## src/rtl/traffic_light_fsm.sv

```systemverilog
// Two-road traffic light controller with a pedestrian walk phase.
// Time advances only on clk cycles with tick=1. Every output is a flop that
// changes on the same edge as the state register.
module traffic_light_fsm #(
  parameter int GREEN_MAIN = 10,
  parameter int GREEN_SIDE = 6,
  parameter int YELLOW     = 3,
  parameter int ALL_RED    = 1,
  parameter int WALK_T     = 5
) (
  input  logic       clk,
  input  logic       rst,
  input  logic       tick,
  input  logic       side_req,
  input  logic       ped_req,
  output logic [2:0] main_light,
  output logic [2:0] side_light,
  output logic       walk,
  output logic       ped_pending,
  output logic [2:0] state
);

  localparam logic [2:0] S_MAIN_GREEN  = 3'd0;
  localparam logic [2:0] S_MAIN_YELLOW = 3'd1;
  localparam logic [2:0] S_RED1        = 3'd2;
  localparam logic [2:0] S_SIDE_GREEN  = 3'd3;
  localparam logic [2:0] S_SIDE_YELLOW = 3'd4;
  localparam logic [2:0] S_RED2        = 3'd5;
  localparam logic [2:0] S_WALK        = 3'd6;

  // Lamp patterns, {R,Y,G}
  localparam logic [2:0] L_RED = 3'b100;
  localparam logic [2:0] L_YEL = 3'b010;
  localparam logic [2:0] L_GRN = 3'b001;

  // Last timer value of each state (duration - 1)
  localparam logic [7:0] LAST_GM = 8'(GREEN_MAIN - 1);
  localparam logic [7:0] LAST_GS = 8'(GREEN_SIDE - 1);
  localparam logic [7:0] LAST_Y  = 8'(YELLOW - 1);
  localparam logic [7:0] LAST_AR = 8'(ALL_RED - 1);
  localparam logic [7:0] LAST_W  = 8'(WALK_T - 1);

  logic [2:0] state_q, state_d;
  logic [7:0] timer_q, timer_d;
  logic       ped_q, ped_d;
  logic [2:0] main_q, main_d;
  logic [2:0] side_q, side_d;
  logic       walk_q, walk_d;
  logic [7:0] last;
  logic       expire;

  // Next state, timer and pedestrian latch
  always_comb begin
    state_d = state_q;
    timer_d = timer_q;
    ped_d   = ped_q;
    last    = 8'd0;
    case (state_q)
      S_MAIN_GREEN:                 last = LAST_GM;
      S_MAIN_YELLOW, S_SIDE_YELLOW: last = LAST_Y;
      S_RED1, S_RED2:               last = LAST_AR;
      S_SIDE_GREEN:                 last = LAST_GS;
      S_WALK:                       last = LAST_W;
      default:                      last = 8'd0;
    endcase
    expire = tick && (timer_q == last);

    if (tick) timer_d = timer_q + 8'd1;
    if (expire) begin
      timer_d = 8'd0;
      case (state_q)
        S_MAIN_GREEN: begin
          // Park at the last count so a later request leaves on its first tick
          if (side_req || ped_q) state_d = S_MAIN_YELLOW;
          else                   timer_d = timer_q;
        end
        S_MAIN_YELLOW: state_d = S_RED1;
        S_RED1:        state_d = ped_q ? S_WALK : S_SIDE_GREEN;
        S_SIDE_GREEN:  state_d = S_SIDE_YELLOW;
        S_SIDE_YELLOW: state_d = S_RED2;
        S_WALK:        state_d = S_RED2;
        S_RED2:        state_d = S_MAIN_GREEN;
        default:       state_d = S_RED2;
      endcase
    end
    // Unused code recovers to the all-red clearance without waiting for a tick
    if (state_q == 3'd7) begin
      state_d = S_RED2;
      timer_d = 8'd0;
    end

    // Button presses during WALK are dropped; the walk entry edge clears the
    // latch even when the button is held on that edge.
    if (ped_req && (state_q != S_WALK)) ped_d = 1'b1;
    if (expire && (state_q == S_RED1) && ped_q) ped_d = 1'b0;
  end

  // Lamp decode from the next state so lamps land on the same edge as state
  always_comb begin
    main_d = L_RED;
    side_d = L_RED;
    walk_d = 1'b0;
    case (state_d)
      S_MAIN_GREEN:  main_d = L_GRN;
      S_MAIN_YELLOW: main_d = L_YEL;
      S_SIDE_GREEN:  side_d = L_GRN;
      S_SIDE_YELLOW: side_d = L_YEL;
      S_WALK:        walk_d = 1'b1;
      default:       ;
    endcase
  end

  // State and output registers with synchronous active-low reset
  always_ff @(posedge clk) begin
    if (!rst) begin
      state_q <= S_RED2;
      timer_q <= 8'd0;
      ped_q   <= 1'b0;
      main_q  <= L_RED;
      side_q  <= L_RED;
      walk_q  <= 1'b0;
    end else begin
      state_q <= state_d;
      timer_q <= timer_d;
      ped_q   <= ped_d;
      main_q  <= main_d;
      side_q  <= side_d;
      walk_q  <= walk_d;
    end
  end

  assign state       = state_q;
  assign main_light  = main_q;
  assign side_light  = side_q;
  assign walk        = walk_q;
  assign ped_pending = ped_q;

endmodule
```

## config.mk

```make
export PLATFORM = sky130hd
export DESIGN_NAME = traffic_light_fsm
export DESIGN_NICKNAME = d
export VERILOG_FILES = /design/src/rtl/traffic_light_fsm.sv
export SDC_FILE = /design/constraint.sdc
export NUM_CORES = 1
export LEC_CHECK = 0
export ABC_AREA = 0
export CAP_MARGIN = 20
export CELL_PAD_IN_SITES_DETAIL_PLACEMENT = 0
export CELL_PAD_IN_SITES_GLOBAL_PLACEMENT = 1
export CORE_ASPECT_RATIO = 1.75
export CORE_MARGIN = 2
export CORE_UTILIZATION = 36
export DETAILED_ROUTE_END_ITERATION = 10
export HOLD_SLACK_MARGIN = 0.12
export PLACE_DENSITY_LB_ADDON = 0.15
export SLEW_MARGIN = 20
export SYNTH_ARGS = -nofsm -noshare
export SYNTH_HDL_FRONTEND = slang
export SYNTH_SLANG_ARGS = --single-unit
```

## constraint.sdc

```tcl
create_clock -name clk -period 2 [get_ports clk]
set_input_delay 0.2 -clock clk [delete_from_list [all_inputs] [get_ports clk]]
set_output_delay 0.2 -clock clk [all_outputs]
set_load 0.01 [all_outputs]
```

# --- Word-level counts from Yosys, hierarchy flattened ---
# Cells that the tools add are included.
classes:
  n_div: 0
  bitwise_logic: 1
  n_reduce_logical: 12
  addsub: 1
  mux: 13
  n_lt_le_gt_ge: 0
  multipliers: 0
  eq_ne: 14
  shift: 0
ops:
  columns: ["op", "n"]
  rows:
  - ["$mux W8", 4]
  - ["$eq A3 B3 Y1 const B", 6]
  - ["$pmux W4 S4", 1]
  - ["$pmux W3 S5", 1]
  - ["$mux W3", 4]
  - ["$pmux W3 S2", 2]
  - ["$eq A3 B2 Y1 const B", 3]
  - ["$add A8 B1 Y8 const B", 1]
  - ["$eq A8 B8 Y1", 1]
  - ["$eq A3 B1 Y1 const B", 2]
  - ["$logic_not A3 Y1", 2]
  - ["$ne A3 B3 Y1 const B", 2]
  - ["$reduce_or A2 Y1", 3]
  - ["$logic_and A1 B1 Y1", 4]
  - ["$reduce_and A2 Y1", 1]
  - ["$reduce_bool A2 Y1", 1]
  - ["$logic_or A1 B1 Y1", 1]
  - ["$mux W1", 1]
  - ["$not A1 Y1", 1]
word_totals:
  mem_bits_rw: 0
  mem_count: 0
  input_bits: 5
  output_inout_bits: 11
  latchBits: 0
  mem_bits_ro: 0
  reg_bits: 19

# --- Depth between registers and ports, before layout ---
logic_depth:
  word_depth: 9
  ltp_mapped: 7
  ltp_nobuf: 5

# --- Least setup slack after synthesis ---
# OpenSTA, ideal clock, no wires.
synth_timing:
  path_type: "flip-flop to flip-flop"
  start: "register state_q[2] (netlist: state[2])"
  end: "register side_q[2] (netlist: side_light[2])"
  t_required_ns: 1.884
  path_buffers: 2
  arrival_time_ns: 1.833
  path_slack_ns: 0.052
  path_stages_with_launch: 8
  setup_ns: 0.116
  cell_sequence: "dfxtp_1 > buf_4 > xnor2_1 > or3_4 > and4_4 > buf_6 > a2111o_1 > a31o_1"
synth_via:
  elab_chain_cells: 9
  elab_cells_between_ends: 19
  classes_between: "10 x eq/ne; 6 x mux; 3 x reduce/logical"
synth_rtl:
  columns: ["element", "line", "source"]
  rows:
  - ["from (decl)", "43", "logic [2:0] state_q, state_d;"]
  - ["from (signal assigned)", "123", "state_q <= state_d;"]
  - ["$eq A3 B1 Y1 or $eq A3 B3 Y1 (tied branches)", "58, 71", null]
  - ["$reduce_or A2 Y1", "58", "case (state_q)"]
  - ["$pmux W4 S4", "58", null]
  - ["$eq A8 B8 Y1", "66", "expire = tick && (timer_q == last);"]
  - ["$logic_and A1 B1 Y1", "66", null]
  - ["$mux W3", "69", "if (expire) begin"]
  - ["$mux W3 (*)", "87", "if (state_q == 3'd7) begin"]
  - ["$eq A3 B3 Y1 or $eq A3 B2 Y1 (tied branches)", "103", "case (state_d)"]
  - ["$pmux W3 S2 (*)", "103", null]
  - ["to (signal assigned)", "127", "side_q <= side_d;"]
  - ["to (decl)", "47", "logic [2:0] side_q, side_d;"]
# Every way passes the cells marked *; elsewhere a longest branch is shown, timed or not.
# A chain may end at the register's enable or synchronous reset.

# --- Worst setup path in the final report ---
layout_timing:
  start: "register timer_q[6]"
  end: "register timer_q[2]"
layout_via:
  elab_chain_cells: 4
  elab_cells_between_ends: 6
  classes_between: "2 x eq/ne; 1 x mux; 3 x reduce/logical"
layout_rtl:
  columns: ["element", "line", "source"]
  rows:
  - ["from (decl)", "44", "logic [7:0] timer_q, timer_d;"]
  - ["from (signal assigned)", "124", "timer_q <= timer_d;"]
  - ["$eq A8 B8 Y1 (*)", "66", null]
  - ["$logic_and A1 B1 Y1 (*)", "66", null]
  - ["$ne A3 B3 Y1 (no source line) or $reduce_bool A2 Y1 (tied branches)", null, null]
  - ["$reduce_and A2 Y1 (no source line)", null, null]
# Marks and branches as above.

==> results.toml <==
[sta]
fin_hold_ws_ns = 0.532
slew_viol_final = 0
fin_crit_sh = 0.980
fin_crit_ns = 1.96
tns_ns = 0
finalClockSkew_ns = 0.00189
slew_headroom = 0.680
setup_violations = 0
tightest_slew_ns = 0.480
clock.fmax_mhz = 510
hold_violations = 0

[logic_synthesis]
avgSynthCellArea_um2 = 8.39
synth.distinct_cells = 49
syn-cell-area_mm2 = 0.00114
synth_top_family_by_area = "simple AND/OR/NAND/NOR gates"
netlist_top_cells_count = "dfxtp_1, nand2_1, nor2_1"
synth_compound_area_frac = 0.255
synth_xor_area_frac = 0.0537
ys_seq_elements = 19
synth_mux_area_frac = 0.00877
async_reset_ff_frac = 0
ys.flop_type = "dfxtp_1"
yosys.area_share.simple = 0.272
syn_nets = 142
yosysSeqAreaShare = 0.333
yosysMostFrequentCell = "dfxtp_1"
yosysTopAreaCell = "dfxtp_1"
synthAdderAreaFrac = 0.0110
synth_warnings = 0
synthTopCellsByArea = "dfxtp_1, xor2_1, o21ai_0"
synth_top_cell_area_share = 0.333
synthCells = 136
synth_edf_count = 0

[worst_setup_path]
cp.required_ns = 2.20
worstSetupEndpointType = "flop"
path_max_fanout = 9
critPathKind = "reg -> reg"
crit_start = "timer_q[6]"
crit_arrival_ns = 2.16
r2r_setup_slack_ns = 0.04
r2r_start = "timer_q[6]"
startpoint_type = "flop"

[drt]
wl_um = 3110
route.detailed.drc = 0
drtAntennaViolNets = 0
routed-via-count = 1144
first_iter_violations = 32
routed_via_density = 5.69
detail_route.wl_per_cell_um = 15.4
drt_first_pass_iters = 4

[grt]
grt_max_degree = 16
antenna_found_initial = 0
grt_pass1_vias = 1007
gr-usage-all-layers = 0.181
grt_overflow = 0
grt_first_pass_wirelength_um = 4800

[floorplan]
start_util = 0.371
rows = 27
dieArea_mm2 = 0.00365
fp.coreArea_mm2 = 0.00307
die_y_um = 78.5
chipWidth_um = 46.6
io_pins = 16

[placement]
dp_cells = 197
hpwl_um = 2320
placed_cell_area_mm2 = 0.00139
gp_congestion = 0.753
io_buffers = 15

[clock_tree]
root_buffer = "clkbuf_8"
numCtsBuffers = 3
clock_path_buffers = 2
htreeDepth = 1
cts_setup_buffers = 0
cts.sinks = 19
cts_tree = "yes"
clock_latency_ns = 0.26
clk_pin_slew_ns = 0.07

[worst_hold_path]
min-delay-start = "timer_q[7]"
hp-class = "reg -> reg"

[final_layout]
drive_gt1_frac = 0.190
layout.nets = 165
diodes = 0
area_delta_synth_final_pct = 29.5
fin_area_mm2 = 0.00148
instances_no_fill = 201

[power_and_ir_drop]
p_leak_nw = 0.532
total_power_mw = 1.66
peakVddDrop_mv = 0.711
p_per_area_mw_per_mm2 = 1120

[run]
maxCapViolations = 0

[run_status]
outcome = "completed"
==> final timing paths <==
path / endpoint / cells after the start
setup / recovery: timer_q[2] / 5
hold / removal: timer_q[7] / 2
setup reg to reg: timer_q[2] / 5
hold reg to reg: timer_q[7] / 2
==> logic make-up (layout without fill, tap and decap cells) <==
family	count (synthesis)	count (layout)
and+or+nand+nor	54	54
AOI/OAI and AO/OA	39	39
DFF	19	19
buffers and inverters	15	37
xor gates and xnor gates	7	7
adders and majority gates	1	1
muxes	1	1
==> placed cells by master (no fill, tap or decap), types with 3 or more instances in the layout <==
master           count
dfxtp_1             17
nor3_1               3
clkdlybuf4s50_1     15
nor2_1               9
a21oi_1              6
a31oi_1              4
nand3_1              7
xor2_1               5
clkbuf_8             3
o21ai_0              7
nand4_1              6
buf_4               14
nor2b_1              4
inv_1                4
nand2_1              9
==> state kept, by name (all words and copies together) (netlist names) <==
register     cells
timer_q          8
main_light       3
side_light       3
state            3
ped_pending      1
walk             1
==> layout make-up <==
| type | count | area, um2 |
|---|---|---|
| fillers | 306 | 1600 |
| clock buffers | 3 | 41.3 |
| clock inverters | 1 | 5.00 |
| repair buffers | 29 | 255 |
| well taps | 43 | 53.8 |
| multi-input cells | 102 | 724 |
| inverters | 4 | 15.0 |
| flip-flops and latches | 19 | 383 |
==> layer usage <==
| layer | vias to the layer above | track usage | wire [um] | share of wire |
|---|---|---|---|---|
| li1 | 560 | - | - | - |
| met2 | 30 | 0.321 | 1690 | 0.54 |
| met5 | - | 0 | 0 | 0 |
| met4 | 0 | 0.0800 | 70 | 0.023 |
| met3 | 7 | 0.0207 | 94 | 0.030 |
| met1 | 547 | 0.201 | 1250 | 0.40 |
==> through the flow <==
stage                      util  worst slack, ns
after global placement    0.452           -0.192
after global routing      0.481        -0.000807
after CTS                 0.467          0.00814
after floorplan               -           0.0519
final                     0.481           0.0407
after detailed placement  0.452           -0.255
==> worst max-delay path: stages (launching register included) <==
cell and delay [ns]:
dfxtp_1 0.34, or4b_1 0.57, nor2_2 0.21, nand4_4 0.20
o311ai_2 0.38, mux2i_1 0.21
==> report_power, final <==
| group | total, mW | switching (mW) | internal, mW |
|---|---|---|---|
| registers | 0.505 | 0.0631 | 0.442 |
| clock network | 0.272 | 0.133 | 0.139 |
| logic | 0.882 | 0.488 | 0.394 |
| total | 1.66 | 0.685 | 0.974 |
==> timing repair <==
item | in CTS | in global routing
gates resized for setup | 1 | 7
hold endpoints to repair | 0 | 0
hold buffers | 0 | 0
endpoints found under the setup margin | 6 | 16
(Power assumes the default switching activity.)
